--- config.mk ---
export PLATFORM = sky130hd
export DESIGN_NAME = decoder_hex_16_sched_flat
export DESIGN_NICKNAME = d
export VERILOG_FILES = /design/src/rtl/decoder_hex_16_sched_if.sv /design/src/rtl/decoder_hex_16_sched.sv /design/src/flat_wrapper.sv
export SDC_FILE = /design/constraint.sdc
export NUM_CORES = 1
export LEC_CHECK = 0
export ABC_AREA = 1
export ABC_CLOCK_PERIOD_IN_PS = 5300
export CAP_MARGIN = 15
export CORE_MARGIN = 5
export CORE_UTILIZATION = 45
export CTS_CLUSTER_DIAMETER = 120
export CTS_CLUSTER_SIZE = 8
export DETAILED_ROUTE_END_ITERATION = 10
export GPL_TIMING_DRIVEN = 0
export PLACE_DENSITY = 0.78
export SYNTH_ARGS = -nofsm -noshare
export SYNTH_HDL_FRONTEND = slang
export SYNTH_SLANG_ARGS = --single-unit
--- constraint.sdc ---
create_clock -name clk -period 5.3 [get_ports clk]
set_input_delay 0.795 -clock clk [delete_from_list [all_inputs] [get_ports clk]]
set_output_delay 0.795 -clock clk [all_outputs]
set_load 0.05 [all_outputs]
--- src/rtl/decoder_hex_16_sched_if.sv ---
// rtl/decoder_hex_16_sched_if.sv - requester, decoder and display signal bundle for decoder_hex_16_sched
//
// Purpose: groups every non-clock/reset signal of the scheduler.
// Signals:
//   req        per-channel level request (requesters -> scheduler)
//   val        4-bit value per channel, channel i on val[4i+3:4i]
//   ack        one-cycle per-channel "published" pulse (scheduler -> requesters)
//   dec_x      registered drive to the shared decoder input
//   dec_h0/h1  decoder ones/tens digit, segment a..g, 1 = lit
//   disp_h0/h1 registered digits for the display driver
//   disp_ch    channel whose result is currently shown
//   disp_valid one-cycle pulse when disp_* update
//   busy       scheduler is servicing a channel
// Modports: master = environment side, slave = scheduler side.

interface decoder_hex_16_sched_if #(
    parameter int N_CH = 4
);
    logic [N_CH-1:0]   req;
    logic [4*N_CH-1:0] val;
    logic [N_CH-1:0]   ack;
    logic [3:0]        dec_x;
    logic [0:6]        dec_h0;
    logic [0:6]        dec_h1;
    logic [0:6]        disp_h0;
    logic [0:6]        disp_h1;
    logic [2:0]        disp_ch;
    logic              disp_valid;
    logic              busy;

    modport master (
        output req, val, dec_h0, dec_h1,
        input  ack, dec_x, disp_h0, disp_h1, disp_ch, disp_valid, busy
    );

    modport slave (
        input  req, val, dec_h0, dec_h1,
        output ack, dec_x, disp_h0, disp_h1, disp_ch, disp_valid, busy
    );
endinterface

--- src/rtl/decoder_hex_16_sched.sv ---
// rtl/decoder_hex_16_sched.sv - round-robin scheduler sharing one hex-to-7seg decoder among N_CH requesters
//
// Purpose: grants one requesting channel at a time, drives its value to the
// external decoder, publishes the two decoded digits with the channel tag and
// an ack pulse, then holds for HOLD_CYC cycles before the next grant.
// Ports:
//   clk   system clock, rising edge
//   rst_n asynchronous active-low reset
//   bus   decoder_hex_16_sched_if.slave (req/val/ack, dec_*, disp_*, busy)

module decoder_hex_16_sched #(
    parameter int N_CH     = 4,
    parameter int HOLD_CYC = 16
) (
    input  logic                   clk,
    input  logic                   rst_n,
    decoder_hex_16_sched_if.slave  bus
);

    localparam int CNT_W = (HOLD_CYC > 1) ? $clog2(HOLD_CYC) : 1;

    typedef enum logic [1:0] {
        S_IDLE,
        S_DRIVE,
        S_SAMPLE,
        S_HOLD
    } state_e;

    state_e           state_q, state_d;
    logic [2:0]       ptr_q, ptr_d;
    logic [2:0]       grant_q, grant_d;
    logic [3:0]       dec_x_q, dec_x_d;
    logic [0:6]       disp_h0_q, disp_h0_d;
    logic [0:6]       disp_h1_q, disp_h1_d;
    logic [2:0]       disp_ch_q, disp_ch_d;
    logic             disp_valid_q, disp_valid_d;
    logic [N_CH-1:0]  ack_q, ack_d;
    logic [CNT_W-1:0] cnt_q, cnt_d;

    // Requests/values widened to the 8-channel maximum so a 3-bit index
    // can address them for any legal N_CH; absent channels read as zero.
    logic [7:0]       req_pad;
    logic [31:0]      val_pad;
    logic [7:0]       ack_onehot;
    logic [3:0]       cand;
    logic             pick_found;
    logic [2:0]       pick_idx;

    always_comb begin
        req_pad = '0;
        req_pad[N_CH-1:0] = bus.req;
        val_pad = '0;
        val_pad[4*N_CH-1:0] = bus.val;
    end

    // Round-robin search starting at ptr. Walking the offsets from the far
    // end back to zero lets the nearest requester overwrite any later one.
    always_comb begin
        pick_found = 1'b0;
        pick_idx   = ptr_q;
        cand       = '0;
        for (int k = N_CH - 1; k >= 0; k--) begin
            cand = {1'b0, ptr_q} + 4'(k);
            if (cand >= 4'(N_CH)) begin
                cand = cand - 4'(N_CH);
            end
            if (req_pad[cand[2:0]]) begin
                pick_found = 1'b1;
                pick_idx   = cand[2:0];
            end
        end
    end

    always_ff @(posedge clk or negedge rst_n) begin
        if (!rst_n) begin
            state_q      <= S_IDLE;
            ptr_q        <= '0;
            grant_q      <= '0;
            dec_x_q      <= '0;
            disp_h0_q    <= '0;
            disp_h1_q    <= '0;
            disp_ch_q    <= '0;
            disp_valid_q <= 1'b0;
            ack_q        <= '0;
            cnt_q        <= '0;
        end else begin
            state_q      <= state_d;
            ptr_q        <= ptr_d;
            grant_q      <= grant_d;
            dec_x_q      <= dec_x_d;
            disp_h0_q    <= disp_h0_d;
            disp_h1_q    <= disp_h1_d;
            disp_ch_q    <= disp_ch_d;
            disp_valid_q <= disp_valid_d;
            ack_q        <= ack_d;
            cnt_q        <= cnt_d;
        end
    end

    always_comb begin
        state_d      = state_q;
        ptr_d        = ptr_q;
        grant_d      = grant_q;
        dec_x_d      = dec_x_q;
        disp_h0_d    = disp_h0_q;
        disp_h1_d    = disp_h1_q;
        disp_ch_d    = disp_ch_q;
        disp_valid_d = 1'b0;
        ack_d        = '0;
        cnt_d        = cnt_q;
        ack_onehot   = 8'd1 << grant_q;

        case (state_q)
            S_IDLE: begin
                if (pick_found) begin
                    // Value is captured only here; later val/req changes
                    // cannot disturb the service in progress.
                    dec_x_d = val_pad[{pick_idx, 2'b00} +: 4];
                    grant_d = pick_idx;
                    state_d = S_DRIVE;
                end
            end
            S_DRIVE: begin
                // Settle cycle for the combinational decoder.
                state_d = S_SAMPLE;
            end
            S_SAMPLE: begin
                disp_h0_d    = bus.dec_h0;
                disp_h1_d    = bus.dec_h1;
                disp_ch_d    = grant_q;
                disp_valid_d = 1'b1;
                ack_d        = ack_onehot[N_CH-1:0];
                ptr_d        = (grant_q == 3'(N_CH - 1)) ? 3'd0 : grant_q + 3'd1;
                cnt_d        = CNT_W'(HOLD_CYC - 1);
                state_d      = S_HOLD;
            end
            S_HOLD: begin
                if (cnt_q == '0) begin
                    state_d = S_IDLE;
                end else begin
                    cnt_d = cnt_q - 1'b1;
                end
            end
            default: begin
                state_d = S_IDLE;
            end
        endcase
    end

    assign bus.dec_x      = dec_x_q;
    assign bus.disp_h0    = disp_h0_q;
    assign bus.disp_h1    = disp_h1_q;
    assign bus.disp_ch    = disp_ch_q;
    assign bus.disp_valid = disp_valid_q;
    assign bus.ack        = ack_q;
    assign bus.busy       = (state_q != S_IDLE);

endmodule

--- src/flat_wrapper.sv ---
// flat-port wrapper written by rule: the top's interface ports become plain ports
module decoder_hex_16_sched_flat 
#(
    parameter int N_CH     = 4,
    parameter int HOLD_CYC = 16
)
  (clk, rst_n, bus_req, bus_val, bus_dec_h0, bus_dec_h1, bus_ack, bus_dec_x, bus_disp_h0, bus_disp_h1, bus_disp_ch, bus_disp_valid, bus_busy);
  decoder_hex_16_sched_if #(.N_CH(N_CH)) bus_i ();
  input  logic clk;
  input  logic rst_n;
  input wire logic [$bits(bus_i.req)-1:0] bus_req;
  input wire logic [$bits(bus_i.val)-1:0] bus_val;
  input wire logic [$bits(bus_i.dec_h0)-1:0] bus_dec_h0;
  input wire logic [$bits(bus_i.dec_h1)-1:0] bus_dec_h1;
  output wire logic [$bits(bus_i.ack)-1:0] bus_ack;
  output wire logic [$bits(bus_i.dec_x)-1:0] bus_dec_x;
  output wire logic [$bits(bus_i.disp_h0)-1:0] bus_disp_h0;
  output wire logic [$bits(bus_i.disp_h1)-1:0] bus_disp_h1;
  output wire logic [$bits(bus_i.disp_ch)-1:0] bus_disp_ch;
  output wire logic [$bits(bus_i.disp_valid)-1:0] bus_disp_valid;
  output wire logic [$bits(bus_i.busy)-1:0] bus_busy;
  assign bus_i.req = bus_req;
  assign bus_i.val = bus_val;
  assign bus_i.dec_h0 = bus_dec_h0;
  assign bus_i.dec_h1 = bus_dec_h1;
  assign bus_ack = bus_i.ack;
  assign bus_dec_x = bus_i.dec_x;
  assign bus_disp_h0 = bus_i.disp_h0;
  assign bus_disp_h1 = bus_i.disp_h1;
  assign bus_disp_ch = bus_i.disp_ch;
  assign bus_disp_valid = bus_i.disp_valid;
  assign bus_busy = bus_i.busy;
  decoder_hex_16_sched #(.N_CH(N_CH), .HOLD_CYC(HOLD_CYC)) u_core (.clk(clk), .rst_n(rst_n), .bus(bus_i));
endmodule
==> results by group, run 1 <==
Yosys
  • Mapped Cells: around 250
  • Post-synthesis sequential area ratio: between 40% and 50%
  • Synth Area in Adders: approximately 6.8%
  • Synth top cells by count: 83 x nand2_1, 38 x dfrtp_1, 31 x nand3_1
  • Ys Warns: 0
  • EDFF count, synth: 0
  • Fraction of synthesized area in multiplexers: 0%
  • Area leader, netlist: dfrtp_1
  • Most common cell in the netlist: nand2_1
  • Netlist cell types: 26
  • Async set or reset register ratio after synthesis: 100%
  • Ranking of synthesized cells by area: dfrtp_1 47%, nand2_1 15%, nand3_1 7.6%
  • Simple-Gate Fraction of Synth Area: around a third
  • Synth top area share: 46.9%
  • Mean Syn Cell Area: 8.15 um^2
  • Compound-gate portion of the synthesized area: between 4 and 5%
  • Ys flop type: dfrtp_1
  • Largest family of logic cells by synthesized area: simple AND/OR/NAND/NOR gates
  • XOR/XNOR share of the synthesized area: 0%
  • Synthesized Nets: ~300
  • Mapped cell area: 2030 um^2
  • Synthesized flop and latch total: 38

Worst hold path
  • Hold Path Stages: 2
  • Hold WC Path Type: reg -> reg

Setup path
  • CP most frequent cell: inv_1
  • R2R depth: 16
  • Slowest stage delay, CP: slightly above 0.8 ns
  • CP max-delay cell: clkdlybuf4s50_1
  • Worst Path Max Fanout: 4
  • Critical Path Start Type: flop
  • Crit path cell chain: inv_1, ha_1, inv_1, clkdlybuf4s50_1
  • Critical Path RT: 4.51 ns
  • WS Path Type: reg -> out
  • Worst R2R Start: u_core.ptr_q[0]
  • Critical Path Source: u_core.state_q[0]
  • R2R setup slack: between 3 and 4 ns
  • Worst setup EP type: primary output
  • Crit Reg-Reg Endpoint: u_core.bus.dec_x[3]
  • Capture point of the worst path: bus_busy
  • Arr. time, crit path: 1.90 ns

Clocking
  • CTS Hold Buffers Added: 0
  • Root buffer cell: clkbuf_8
  • Clock sinks: 38
  • Max clock buf depth: 2
  • Clock transition at path regs: ~0.070 ns
  • CTS resizes: 0
  • H-tree levels: 2
  • Post CTS Setup Buffer Count: 0
  • CTS tree: yes
  • Clock latency on the worst-skew pair: 0.29 ns
  • Num CTS Buffers: 5

STA
  • Pins Over Slew Limit: 0
  • Period Utilization, post-route: roughly 51%
  • Skew final: between 0.003 and 0.004 ns
  • Unrepaired setup endpoints after global routing: false
  • Relative slew slack: a little under half
  • Worst-margin pin slew: between 0.8 and 0.9 ns
  • Fmax: approximately 0.37 GHz
  • Final Setup Violations: 0
  • Hold Fails Final Rpt: 0
  • Final min period: between 2 and 3 ns
  • Setup TNS Final: 0 ns
  • WHS: about 0.47 ns

Floorplanning
  • Die width: 77.2 um
  • Initial Util: ~47%
  • Die Ht: around 77 um
  • Die ar.: between 5000 and 6000 um^2
  • Core Footprint: 4350 um^2
  • Row count: 24
  • # IOs: 63

Routing
  • Final ANT Viol Nets: 0
  • Via Count: between 1500 and 2000
  • Avg Vias per Cell: approximately 4.9
  • First-pass DRT Iterations: 5
  • Final wirelength: 4500 um
  • DR iter-0 viols: 94
  • DRC violations left: 0
  • WL/cell: ~12 um

Finish
  • Register area: about 950 um^2
  • Fin cells: 371
  • Fillcell total: ~380
  • Final Util: between 60% and 70%
  • Antenna cells: 0
  • Share of layout cells above drive strength 1: roughly an eighth
  • Layout area overhead: 38.0%
  • Nets: roughly 370
  • Multi-input logic area: 947 um^2

Placed design
  • DP Wirelength: 3380 um
  • Placed insts: approximately 360
  • RePlAce Congestion: 0.926
  • Buffers on Ports: slightly above 60

Power
  • Pleak: ~1.4 nW
  • Worst VDD drop: between 0.0004 and 0.0005 V
  • Total power: slightly above 2 mW
  • Power per Cell Area: about 730 nW/um^2

Global routing
  • GR Overflow Total: 0
  • Number of global-route vias before repair: approximately 1700
  • First-pass GRT wire length: 7850 um
  • Largest net degree at the start of global routing: 39
  • Initial antenna violation count: 0
  • Gr usage total: 16.0%

Outcome
  • Status: finished, final reports clean

Run
  • Max_cap viols: 0
## state kept, by name (all words and copies together), names as in the netlist
name,count
u_core.bus.disp_h1,7
u_core.grant_q,3
u_core.bus.dec_x,4
u_core.bus.disp_ch,3
u_core.cnt_q,4
u_core.state_q,2
u_core.bus.disp_valid,1
u_core.ptr_q,3
u_core.bus.disp_h0,7
u_core.bus.ack,4
## cells by family after synthesis
logic type      Yosys count
flops                    38
buf+inv                  31
fa+ha+maj                11
simple gates            152
compound gates           17
## how the worst min path moves through the flow
stage	startpoint	endpoint	slack, ns
finish	u_core.bus.disp_h1[2]	u_core.bus.disp_h1[2]	0.47
global route	u_core.bus.disp_h1[2]	u_core.bus.disp_h1[2]	0.50
detailed placement	u_core.bus.disp_h1[2]	u_core.bus.disp_h1[2]	0.46
floorplan	u_core.grant_q[2]	u_core.bus.ack[3]	0.45
CTS	u_core.bus.disp_h1[2]	u_core.bus.disp_h1[2]	0.47
global placement	u_core.bus.disp_h0[2]	u_core.bus.disp_h0[2]	0.45
## worst max-delay path: cells and delay by family (launching register included)
| family | cells | cell delay, ns |
|---|---|---|
| fa+ha+maj | 1 | 0.22 |
| buf+inv | 3 | 1.03 |
| flops | 1 | 0.36 |
## layout by cell type, fill, tap and decap left out, drive strengths merged
master	instances
o22ai	1
clkbuf	11
nor2	15
a21oi	5
o21ai	9
nand4	2
a21boi	1
ha	11
or2	1
o211ai	1
clkdlybuf4s50	61
dfrtp	38
inv	26
nor3	2
nand3	35
nand2	97
clkinv	1
buf	2
## final cells by class
type / instances / area share, %
Clock inverter: 1 / 0.179
Buffer: 5 / 0.938
Inverter: 26 / 3.75
Clock buffer: 7 / 3.08
Sequential cell: 38 / 33.9
Multi-Input combinational cell: 180 / 33.8
Tap cell: 52 / 2.32
Timing Repair Buffer: 62 / 22.0
## per-stage QoR
step                      setup slack, ns  cell area (um^2)
after floorplan                      3.42              2030
after global placement               2.53              2720
after detailed placement             2.84              2710
after CTS                            2.59              2800
after global routing                 2.52              2800
final                                2.61              2800
## power by group
| group | internal [mW] | switching [mW] |
|---|---|---|
| combinational | 0.449 | 0.912 |
| sequential | 0.418 | 0.0712 |
| clock | 0.105 | 0.0964 |
| total | 0.971 | 1.08 |
## per-layer routing
metal  track usage (%)  share of wire [%]
met1              20.0                 45
met3              4.57                7.8
met2              25.8                 46
met4              6.19                1.8
met5                 0                  0
(Power assumes the default switching activity.)
==> run 2: changes to the inputs <==
Settings changed: ABC_CLOCK_PERIOD_IN_PS 5300 to 2550.
Clock period 5.3 ns to 2.55 ns, I/O delays scaled along.
==> results of run 2 <==
The final DEF is identical to that of run 1. Status: finished, final reports clean.
Main changes from that run: setup slack after placement 2.84 ns -> 0.433 ns; setup slack after layout 2.61 ns -> 0.272 ns; hold slack 0.470 ns -> 0.183 ns; register-to-register setup slack 3.17 ns -> 0.42 ns; total power 2.05 mW -> 4.26 mW; worst IR drop on VDD 0.000422 V -> 0.000877 V
==> run 3: changes to the inputs <==
Settings changed: ABC_AREA 1 to not set, SETUP_SLACK_MARGIN set to 0.05.
==> results by group, run 3 <==
STA
  • Pins Over Slew Limit: 0
  • Setup TNS Final: 0 ns
  • Final min period: approximately 2.4 ns
  • Relative slew slack: a little under half
  • Unrepaired setup endpoints after global routing: false
  • Skew final: ~0.0050 ns
  • Worst-margin pin slew: roughly 0.81 ns
  • Worst setup margin: between 0.15 and 0.2 ns
  • Hold Fails Final Rpt: 0
  • Period Utilization, post-route: between 90% and 100%
  • Fmax: between 0.4 and 0.5 GHz
  • Final Setup Violations: 0

Clocking
  • Clock transition at path regs: 0.07 ns
  • Num CTS Buffers: 5
  • CTS tree: yes
  • Root buffer cell: clkbuf_8
  • CTS Hold Buffers Added: 0
  • Clock latency on the worst-skew pair: between 0.2 and 0.3 ns
  • H-tree levels: 2
  • Max clock buf depth: 2
  • Clock sinks: 38

Power
  • Power per Cell Area: ~1500 nW/um^2
  • Worst VDD drop: 0.000719 V
  • P_int: between 2 and 3 mW
  • Register share of total power: between 20% and 30%
  • Clk pwr share: a little over an eighth
  • Pleak: 1.25 nW
  • P_sw: 1.96 mW
  • Sw Ratio: a little over two fifths
  • Comb pwr share: a little under two thirds

Finish
  • Nets: around 280
  • Antenna cells: 0
  • Final Util: 66.7%
  • Share of layout cells above drive strength 1: 22.0%
  • Most common cell after layout, fill and taps aside: clkdlybuf4s50_1
  • Commonest non-fill, non-tap cells in the layout: 61 x clkdlybuf4s50_1, 38 x dfrtp_1, 17 x mux2_2, 17 x nand2_1
  • Layout area overhead: 45.2%

Routing
  • Via Count: 1460
  • WL/cell: between 10 and 15 um
  • Final ANT Viol Nets: 0
  • Final wirelength: slightly above 4000 um
  • Avg Vias per Cell: between 5 and 6
  • DRC violations left: 0
  • First-pass DRT Iterations: 4
  • DR iter-0 viols: 49

Setup path
  • CP max-delay cell: dfrtp_1
  • Slowest stage delay, CP: roughly 0.37 ns
  • Worst Path Max Fanout: 9
  • Arr. time, crit path: around 2.5 ns
  • Critical Path Start Type: flop
  • Critical Path RT: 2.72 ns
  • Worst setup EP type: flop
  • WS Path Type: reg -> reg
  • CP bufs+invs: 2
  • Critical path's top delay family: compound AO/OA/AOI/OAI gates
  • Crit path cell chain: buf_6, clkinvlp_4, ha_4, mux4_2, o21a_2, mux2_4, o211ai_2, a31o_2, o221ai_2

Placed design
  • Buffers on Ports: just over 60
  • RePlAce Congestion: a little over 0.8
  • DP Wirelength: between 3000 and 4000 um
  • Setup WS pre-CTS: about 0.033 ns

Global routing
  • Gr usage total: between 10 and 15%
  • GR Overflow Total: 0
  • Largest net degree at the start of global routing: 39
  • Initial antenna violation count: 0
  • First-pass GRT wire length: about 7100 um
  • Number of global-route vias before repair: about 1600

Yosys
  • Synth top cells by count: 38 x dfrtp_1, 17 x mux2_2, 17 x nand2_1
  • Ranking of synthesized cells by area: dfrtp_1 48%, mux2_2 9.6%, ha_1 6.9%
  • Area leader, netlist: dfrtp_1
  • Mapped Cells: 161
  • Mapped cell area: 1990 um^2
  • Synth top area share: a little under half
  • Mean Syn Cell Area: approximately 12 um^2
  • Synthesized flop and latch total: 38
  • Async set or reset register ratio after synthesis: 100%
  • Post-synthesis sequential area ratio: between 40% and 50%
  • EDFF count, synth: 0
  • Netlist cell types: 38
  • Synthesized Nets: around 210
  • Most common cell in the netlist: dfrtp_1
  • Ys flop type: dfrtp_1
  • Ys Warns: 0

Floorplanning
  • Row count: 24
  • Initial Util: 45.9%
  • Die Ht: between 70 and 80 um
  • Die ar.: about 5800 um^2
  • Die width: 76.5 um
  • # IOs: between 60 and 70
  • Core Footprint: 4320 um^2

Run
  • Max_cap viols: 0

Worst hold path
  • Hold WC Path Type: in -> async

Outcome
  • Status: finished, final reports clean
-- run 3: changes by cell type after synthesis, sizes merged, moves of 7 or more --
cell	delta
nor2	-11
nand3	-34
mux2	+18
nand2	-80
inv	-14
and2	+7
mux2i	+11
-- run 3: cell families after synthesis --
group                      Yosys count  share of synthesized area [%]
adders and majority gates           11                           6.93
xor gates and xnor gates             2                           1.83
buffers and inverters               16                           3.40
DFF                                 38                           47.9
AOI/OAI and AO/OA                   24                           11.1
and+or+nand+nor                     39                           10.7
muxes                               31                           18.2
-- run 3: final timing paths --
path | depth (start not counted) | from | slack, ns | end
max | 9 | u_core.ptr_q[0] | 0.19 | u_core.bus.dec_x[0]
min | 1 | rst_n | 0.18 | u_core.cnt_q[1]
max reg2reg | 9 | u_core.ptr_q[0] | 0.19 | u_core.bus.dec_x[0]
min reg2reg | 1 | u_core.cnt_q[0] | 0.49 | u_core.cnt_q[0]
max in group asynchronous | 1 | rst_n | 1.86 | u_core.bus.disp_h0[3]
min in group clk | 1 | u_core.cnt_q[0] | 0.49 | u_core.cnt_q[0]
-- run 3: power groups by stage --
stage	clock network [mW]	logic, mW	registers, mW
2_1_floorplan	0	1.29	1.66
3_3_place_gp	0	2.59	1.02
3_5_place_dp	0	2.63	1.03
4_1_cts	0.622	2.82	1.02
5_1_grt	0.657	3.04	1.05
6_report	0.609	2.84	1.02
-- run 3: final cells by class --
| class | count | area (um^2) |
|---|---|---|
| Timing Repair Buffer | 67 | 678 |
| Buffer | 4 | 22.5 |
| Multi-Input combinational cell | 107 | 981 |
| Clock inverter | 3 | 68.8 |
| Clock buffer | 5 | 68.8 |
| Inverter | 12 | 48.8 |
| Sequential cell | 38 | 951 |
| Tap cell | 52 | 65.1 |
| Fill cell | 351 | 1440 |
-- run 3: routing by layer --
metal	global-route usage, %	share of wire, %
met1	16.9	40
met2	25.1	51
met3	6.50	8.1
met4	4.72	0.97
met5	0	0
-- run 3: repair_timing --
item                       CTS  global route
pin swaps                    2             0
buffers inserted             4             1
gates resized for setup      0             2
setup endpoints to repair    4             5
-- run 3: per-stage QoR --
| step | std cells | area, um^2 | total power [mW] | hold slack (ns) |
|---|---|---|---|---|
| floorplan | 161 | 1990 | 2.95 | 0.0869 |
| global placement | 275 | 2670 | 3.60 | 0.472 |
| detailed placement | 275 | 2670 | 3.66 | 0.477 |
| CTS | 287 | 2860 | 4.46 | 0.204 |
| global route | 288 | 2880 | 4.75 | 0.239 |
| finish | 288 | 2880 | 4.46 | 0.177 |
